File: src/rtl/hawk_ctrl_arb.sv
`timescale 1ns/1ps
// Hawk control arbiter: sequences ATT/list init, then round-robins CPU translation
// requests into single ATT lookups and returns a one-cycle grant with the translated PPA.
module hawk_ctrl_arb #(
  parameter int NUM_CH      = 4,
  parameter int HPPA_W      = 40,
  parameter int PPA_W       = 40,
  parameter int TIMEOUT_CYC = 1024,
  parameter int CH_W        = (NUM_CH > 1) ? $clog2(NUM_CH) : 1
) (
  input  logic                     clk_i,
  input  logic                     rst_i,
  input  logic                     init_att_done,
  input  logic                     init_list_done,
  output logic                     init_att,
  output logic                     init_list,
  input  logic                     pgrd_mngr_ready,
  input  logic [NUM_CH-1:0]        cpu_req_valid,
  input  logic [NUM_CH*HPPA_W-1:0] cpu_req_hppa,
  output logic                     lkup_req,
  output logic [HPPA_W-1:0]        lkup_hppa,
  input  logic                     trnsl_allow_access,
  input  logic                     trnsl_tbl_update,
  input  logic [PPA_W-1:0]         trnsl_ppa,
  input  logic                     tbl_update_done,
  output logic [NUM_CH-1:0]        cpu_grant,
  output logic [PPA_W-1:0]         cpu_grant_ppa,
  output logic                     lkup_timeout,
  output logic [CH_W-1:0]          lkup_timeout_ch,
  output logic                     busy
);

  localparam int CNT_W     = (TIMEOUT_CYC > 1) ? $clog2(TIMEOUT_CYC) : 1;
  localparam int TO_LAST_I = (TIMEOUT_CYC > 0) ? TIMEOUT_CYC - 1 : 0;
  localparam logic [CNT_W-1:0] TO_LAST = CNT_W'(TO_LAST_I);
  localparam logic [CH_W-1:0]  LAST_CH = CH_W'(NUM_CH - 1);

  typedef enum logic [2:0] {S_INIT, S_ARB, S_LOOKUP, S_TBL_UPD, S_GRANT} state_t;

  state_t             r_state;
  logic               r_init_att;
  logic               r_init_list;
  logic [CH_W-1:0]    r_rr_ptr;
  logic [CH_W-1:0]    r_ch;
  logic [PPA_W-1:0]   r_ppa;
  logic [CNT_W-1:0]   r_cnt;
  logic               r_lkup_req;
  logic [HPPA_W-1:0]  r_lkup_hppa;
  logic [NUM_CH-1:0]  r_grant;
  logic [PPA_W-1:0]   r_grant_ppa;
  logic               r_timeout;
  logic [CH_W-1:0]    r_timeout_ch;
  logic               r_busy;

  logic [HPPA_W-1:0]  w_hppa_arr [NUM_CH];
  logic [NUM_CH-1:0]  w_ch_onehot;
  logic               w_win_found;
  logic [CH_W-1:0]    w_win_ch;
  logic [CH_W-1:0]    w_next_ptr;
  logic               w_expired;

  for (genvar gi = 0; gi < NUM_CH; gi++) begin : g_ch
    assign w_hppa_arr[gi]  = cpu_req_hppa[gi*HPPA_W +: HPPA_W];
    assign w_ch_onehot[gi] = (r_ch == CH_W'(gi));
  end

  // First requesting channel at or after r_rr_ptr, wrapping past the last channel.
  always_comb begin : p_pick
    logic [CH_W:0]   sum;
    logic [CH_W-1:0] idx;
    sum         = '0;
    idx         = '0;
    w_win_found = 1'b0;
    w_win_ch    = '0;
    for (int i = 0; i < NUM_CH; i++) begin
      sum = {1'b0, r_rr_ptr} + (CH_W+1)'(i);
      if (sum >= (CH_W+1)'(NUM_CH)) sum = sum - (CH_W+1)'(NUM_CH);
      idx = sum[CH_W-1:0];
      if (!w_win_found && cpu_req_valid[idx]) begin
        w_win_found = 1'b1;
        w_win_ch    = idx;
      end
    end
  end

  assign w_next_ptr = (r_ch == LAST_CH) ? '0 : r_ch + 1'b1;
  assign w_expired  = (TIMEOUT_CYC != 0) && (r_cnt == TO_LAST);

  always_ff @(posedge clk_i or posedge rst_i) begin
    if (rst_i) begin
      r_state      <= S_INIT;
      r_init_att   <= 1'b1;
      r_init_list  <= 1'b1;
      r_rr_ptr     <= '0;
      r_ch         <= '0;
      r_ppa        <= '0;
      r_cnt        <= '0;
      r_lkup_req   <= 1'b0;
      r_lkup_hppa  <= '0;
      r_grant      <= '0;
      r_grant_ppa  <= '0;
      r_timeout    <= 1'b0;
      r_timeout_ch <= '0;
      r_busy       <= 1'b1;
    end else begin
      r_grant   <= '0;
      r_timeout <= 1'b0;
      case (r_state)
        S_INIT: begin
          if (init_att_done)  r_init_att  <= 1'b0;
          if (init_list_done) r_init_list <= 1'b0;
          if ((!r_init_att || init_att_done) && (!r_init_list || init_list_done)) begin
            r_state <= S_ARB;
            r_busy  <= 1'b0;
          end
        end
        S_ARB: begin
          if (pgrd_mngr_ready && w_win_found) begin
            r_ch        <= w_win_ch;
            r_lkup_hppa <= w_hppa_arr[w_win_ch];
            r_lkup_req  <= 1'b1;
            r_cnt       <= '0;
            r_busy      <= 1'b1;
            r_state     <= S_LOOKUP;
          end
        end
        S_LOOKUP: begin
          if (trnsl_allow_access) begin
            r_ppa       <= trnsl_ppa;
            r_lkup_req  <= 1'b0;
            r_grant     <= w_ch_onehot;
            r_grant_ppa <= trnsl_ppa;
            r_state     <= S_GRANT;
          end else if (trnsl_tbl_update) begin
            r_ppa      <= trnsl_ppa;
            r_lkup_req <= 1'b0;
            r_cnt      <= '0;
            r_state    <= S_TBL_UPD;
          end else if (w_expired) begin
            r_lkup_req   <= 1'b0;
            r_timeout    <= 1'b1;
            r_timeout_ch <= r_ch;
            r_rr_ptr     <= w_next_ptr;
            r_busy       <= 1'b0;
            r_state      <= S_ARB;
          end else begin
            r_cnt <= r_cnt + 1'b1;
          end
        end
        S_TBL_UPD: begin
          if (tbl_update_done) begin
            r_grant     <= w_ch_onehot;
            r_grant_ppa <= r_ppa;
            r_state     <= S_GRANT;
          end else if (w_expired) begin
            r_timeout    <= 1'b1;
            r_timeout_ch <= r_ch;
            r_rr_ptr     <= w_next_ptr;
            r_busy       <= 1'b0;
            r_state      <= S_ARB;
          end else begin
            r_cnt <= r_cnt + 1'b1;
          end
        end
        S_GRANT: begin
          r_grant_ppa <= '0;
          r_rr_ptr    <= w_next_ptr;
          r_busy      <= 1'b0;
          r_state     <= S_ARB;
        end
        default: r_state <= S_INIT;
      endcase
    end
  end

  assign init_att        = r_init_att;
  assign init_list       = r_init_list;
  assign lkup_req        = r_lkup_req;
  assign lkup_hppa       = r_lkup_hppa;
  assign cpu_grant       = r_grant;
  assign cpu_grant_ppa   = r_grant_ppa;
  assign lkup_timeout    = r_timeout;
  assign lkup_timeout_ch = r_timeout_ch;
  assign busy            = r_busy;

endmodule
File: config.mk
export PLATFORM = sky130hd
export DESIGN_NAME = hawk_ctrl_arb
export DESIGN_NICKNAME = d
export VERILOG_FILES = /design/src/rtl/hawk_ctrl_arb.sv
export SDC_FILE = /design/constraint.sdc
export NUM_CORES = 1
export LEC_CHECK = 0
export BUFFER_PORTS_ARGS = -buffer_cell sky130_fd_sc_hd__buf_4
export CORE_ASPECT_RATIO = 0.5
export CORE_MARGIN = 2
export CORE_UTILIZATION = 48
export DETAILED_ROUTE_END_ITERATION = 12
export PLACE_DENSITY = 0.8
export RECOVER_POWER = 100
export SLEW_MARGIN = 20
export SYNTH_ARGS = -nofsm -noshare
export SYNTH_HDL_FRONTEND = slang
export SYNTH_SLANG_ARGS = --single-unit
File: constraint.sdc
create_clock -name clk_i -period 5.85 [get_ports clk_i]
set_input_delay 1.4625 -clock clk_i [delete_from_list [all_inputs] [get_ports clk_i]]
set_output_delay 1.4625 -clock clk_i [all_outputs]
set_load 0.02 [all_outputs]
Word-level counts from Yosys, hierarchy flattened
Index checks and enable logic that the tools add are counted.
Cells by class
  muxes and demuxes: 71
  bitwise gates (word level): 1
  equality and inequality tests: 16
  add/subtract/negate cells: 9
  divide/modulo/power cells: 0
  shifts and indexed selects: 0
  magnitude comparators: 9
  reductions and logical operators: 31
  multiply operators: 0
Operator list (count)
  40-bit two-way mux: 6
  40-bit one-hot mux with 3 select lines: 1
  40-bit binary-select mux with 2-bit select: 1
  10-bit two-way mux: 5
  2-bit two-way mux: 17
  10-bit one-hot mux with 3 select lines: 1
  1-bit two-way mux: 21
  3-bit two-way mux: 6
  3-bit one-hot mux with 5 select lines: 1
  2-bit != test, second input constant: 7
  3-bit >= comparator, second input constant: 4
  2-bit by 3-bit < comparator with 1-bit output, second input constant: 4
  4-bit AND reduction: 3
  10-bit by 1-bit adder with 10-bit output, second input constant: 1
  10-bit equality test, second input constant: 1
  2-bit AND reduction: 5
  1-bit binary-select mux with 2-bit select: 4
  4-bit two-way mux: 2
  4-bit one-hot mux with 2 select lines: 1
  2-bit by 1-bit subtractor with 2-bit output, second input constant: 4
  2-bit by 2-bit adder with 3-bit output, second input constant: 2
  3-bit by 2-bit equality test with 1-bit output, second input constant: 2
  2-bit one-hot mux with 3 select lines: 1
  3-bit AND reduction: 2
  other kinds (21): 35
Word-level totals
  input bits: 212
  bits in latches: 0
  word-level logic and storage cells: 151
  bits in read-only memories: 0
  flip-flop bits (word level): 148
  output and inout bits: 91
  memory bits (writable): 0
  memories kept: 0

Logic depth before layout (Yosys ltp)
  depth after elaboration: 18
  depth in mapped cells: 8
  gate-level depth less buffers: 6

Worst setup path after synthesis
No wires, ideal clock.
  path kind: input -> register
  from: input port cpu_req_valid[0]
  to: register r_lkup_hppa[25], in the netlist lkup_hppa[25]
  arrival time: 2.629 ns
  data required time: 5.712 ns
  library setup time: 0.138 ns
  stages on the path: 5
  path buffers: 1
  setup slack: 3.084 ns
  cell sequence: o41ai_4 nor3_4 nand2_1 buf_2 o221ai_1
Between the ends
  cells in the longest elaborated chain, start to end: 16
  elaborated cells on any way between the ends: 28
  those cells by class: mux (19); bitwise (1); reduce/logical (8)
RTL lines
  start, declared: RTL line 18  | input logic [NUM_CH-1:0] cpu_req_valid,
  1-bit binary-select mux with 2-bit select: RTL line 79  | if (!w_win_found && cpu_req_valid[idx]) begin
  1-bit two-way mux (implied by the code): RTL line 79
  1-bit two-way mux: RTL line 79
  1-bit logical NOT: RTL line 79
  1-bit logical AND: RTL line 79
  1-bit two-way mux: RTL line 79
  1-bit logical NOT: RTL line 79
  1-bit logical AND: RTL line 79
  1-bit two-way mux: RTL line 79
  1-bit logical NOT: RTL line 79
  1-bit logical AND: RTL line 79
  2-bit two-way mux: RTL line 79
  2-bit NOT with 3-bit output (implied by the code): RTL line 120  | r_lkup_hppa <= w_hppa_arr[w_win_ch];
  40-bit binary-select mux with 2-bit select: RTL line 120
  40-bit two-way mux (implied by the code) (2 in series): RTL line 120
  end signal, assigned: RTL line 120
  end, declared: RTL line 48  | logic [HPPA_W-1:0] r_lkup_hppa;
Several ways; a longest one is shown, not always the timed one. The select of a mux whose other input is x is not followed.
A chain may end at the register's enable or synchronous reset.

Final worst setup path
  from: input port cpu_req_valid[1]
  to: register r_lkup_hppa[24], in the netlist lkup_hppa[24]
The elaborated chain is that of the path after synthesis.

==> summary.md <==
| Metric | Value |
|---|---|
| Setup Buffers After CTS | `0` |
| Static Leak | `4.68 nW` |
| RD Place Congestion | `approximately 0.85` |
| Initial core utilization | `0.496` |
| H-tree depth | `4` |
| Met3 Wirelength | `1.27 mm` |
| Yosys Warn Count | `0` |
| Worst setup EP type | `flop` |
| Final hold slack | `0.476 ns` |
| Clock transition at path regs | `0.07 ns` |
| Number of I/O port buffers | `around 300` |
| WL met2 | `10.4 mm` |
| Syn Nets | `871` |
| CTS tree | `yes` |
| Drt first-iter violations | `approximately 360` |
| First-pass GRT wire length | `31.9 mm` |
| Die X | `178 µm` |
| Synth Register Bits | `148` |
| R2R setup slack | `~1.6 ns` |
| Slew @ Worst Pin | `2.40 ns` |
| Initial antenna violation count | `0` |
| Slew Limit Fails | `105` |
| Hold EP | `cpu_grant_ppa[35]` |
| Syn_area_per_cell | `11.1 µm²` |
| Grt total ovfl | `0` |
| Final period utilization | `0.720` |
| Worst Path Arrival | `4.50 ns` |
| Post-DP HPWL | `14.6 mm` |
| Fmax | `approximately 240 MHz` |
| Detail Route Antenna Nets | `0` |
| Critical Path Source | `cpu_req_valid[1]` |
| # IOs | `around 300` |
| Hold_sp | `cpu_grant_ppa[35]` |
| Period minus WS final | `4.21 ns` |
| DR vias | `6251` |
| CORE AREA | `14600 µm²` |
| Cell taking the most area after synthesis | `dfrtp_1` |
| Status | `finished, violations left` |
| Largest net degree at the start of global routing | `about 110` |
| Worst hold stages | `2` |
| Nets | `1152` |
| Overall routing resource usage | `0.250` |
| Sequential share of the synthesized area | `0.513` |
| Clk buf depth | `2` |
| Power per cell area | `around 500 nW/µm²` |
| Final Hold Vio Count | `0` |
| Ranking of synthesized cells by area | `dfrtp_1 (50%), mux2i_1 (11%), mux2_2 (6.2%), a22oi_1 (4.2%), nand2_1 (4.2%)` |
| Relative max-transition margin | `-0.600` |
| WL met1 | `8.20 mm` |
| Netlist Area Pre-Place | `just over 7000 µm²` |
| WS Path Type | `in2reg` |
| Worst-Skew Late Latency | `0.41 ns` |
| Diode count | `0` |
| Post-synth top area share | `0.502` |
| Final WL | `around 20 mm` |
| Setup Viol. Count Final | `0` |
| # hold bufs at CTS | `0` |
| RR Endpoint | `cpu_grant_ppa[36]` |
| Startpoint types | `input port` |
| Setup repair after global routing missed its margin | `no` |
| Syn Inst Count | `654` |
| Tightest Hold Check Type | `reg2reg` |
| P&R area growth vs syn | `35.2%` |
| # rows | `31` |
| Router iterations before antenna repair | `5` |
| RR Startpoint | `r_state[2]` |
| Placed Cells | `1114` |
| Uppermost layer routed | `met4` |
| Remaining routing DRC violations | `0` |
| CTS Sinks | `about 150` |
| Mean number of vias per cell | `5.45` |
| Root buffer cell | `clkbuf_16` |
| Maximum VDD drop | `270 µV` |
| Req. time, crit path | `6.13 ns` |
| Wire length per cell | `17.8 µm` |
| Final Skew | `~0.0084 ns` |
| R2R cell count | `6` |
| Setup TNS | `0 ns` |
| Failing checks | `capacitance limit, slew limit` |
| CP max FO | `30` |
| Layout cells sized above 1 | `0.310` |
| Netlist cell types | `43` |
| CTS Buf Count | `17` |
| # resized after CTS | `0` |
| Die height | `roughly 91 µm` |
| Max Cap Viol | `3` |
| Die Area | `16100 µm²` |
| Vias in the first global route | `around 6300` |
| Non-Filler Instances | `1146` |
## layout by cell type, fill, tap and decap left out, drive strengths merged, types with 13 or more instances in the layout
cell	n
nor2	35
nand2	80
inv	14
clkbuf	118
o21ai	51
a22oi	40
a21oi	13
dfrtp	145
buf	207
o221ai	28
mux2	42
mux2i	80
a221oi	14
## how the worst max path moves through the flow
stage,end,depth (start not counted)
floorplan,cpu_grant[0],1
global placement,lkup_hppa[19],5
detailed placement,lkup_hppa[24],5
CTS,lkup_hppa[24],5
global route,r_ppa[30],3
finish,lkup_hppa[24],5
## where the power goes
group          leakage, nW  internal, mW  switching [mW]
Sequential            1.82          1.48           0.286
Clock                0.279         0.577           0.470
Combinational         2.58         0.834            1.33
Total                 4.68          2.89            2.09
## worst max-delay path, cell delays in order
cell,delay [ns]
clkbuf_1,0.16
o41ai_1,1.00
or3_1,0.95
nor2_1,0.48
a221oi_1,0.44
## cell families after synthesis
family,after synthesis,synth area share
AOI/OAI and AO/OA,163,0.161
xor gates and xnor gates,7,0.00848
adders and majority gates,5,0.00865
buffers and inverters,51,0.0370
DFF,148,0.513
muxes,122,0.176
and+or+nand+nor,158,0.0962
## sequential cells by signal, indices dropped and copies added, names as in the netlist
name / cells
cpu_grant_ppa: 40
lkup_hppa: 40
r_ppa: 40
r_cnt: 10
cpu_grant: 4
r_state: 3
lkup_timeout_ch: 2
r_ch: 2
r_rr_ptr: 2
busy: 1
init_att: 1
init_list: 1
lkup_req: 1
lkup_timeout: 1
## cell usage after synthesis, drive strengths merged
master,instances
a211o,1
a211oi,3
a21bo,1
a21boi,2
a21o,2
a21oi,13
a221oi,14
a22oi,40
a31oi,2
a41oi,1
and2,4
and3,2
buf,27
clkbuf,18
dfrtp,145
dfstp,3
ha,5
inv,6
mux2,42
mux2i,80
nand2,80
nand2b,8
nand3,11
nor2,35
nor2b,5
nor3,7
nor3b,1
o21ai,51
o21ba,1
o21bai,1
o221ai,28
o32ai,1
o41ai,2
or3,4
or3b,1
xor2,7
## per-layer routing
| metal | up-vias | global-route usage |
|---|---|---|
| met5 | - | 0 |
| met4 | 0 | 0.0929 |
| met3 | 44 | 0.0610 |
| met2 | 188 | 0.434 |
| met1 | 3057 | 0.301 |
| li1 | 2962 | - |
## cell type report
type | instances | area, µm²
flip-flops and latches | 148 | 3710
clock buffers | 18 | 439
multi-input cells | 455 | 3260
inverters | 6 | 27.5
repair buffers | 307 | 1950
clock inverters | 14 | 138
well taps | 198 | 248
fillers | 1196 | 4810
## through the flow
stage               total power [mW]  instance area [µm²]  worst slack, ns   util
finish                          4.98                 9770             1.64  0.670
global route                    5.30                 9770             1.24  0.670
CTS                             5.27                10200             2.18  0.700
detailed placement              4.21                 9630             1.76  0.660
global placement                4.09                 9600             1.95  0.658
floorplan                       3.30                 7230            0.413      -
Power figures use the tool's default switching activity.
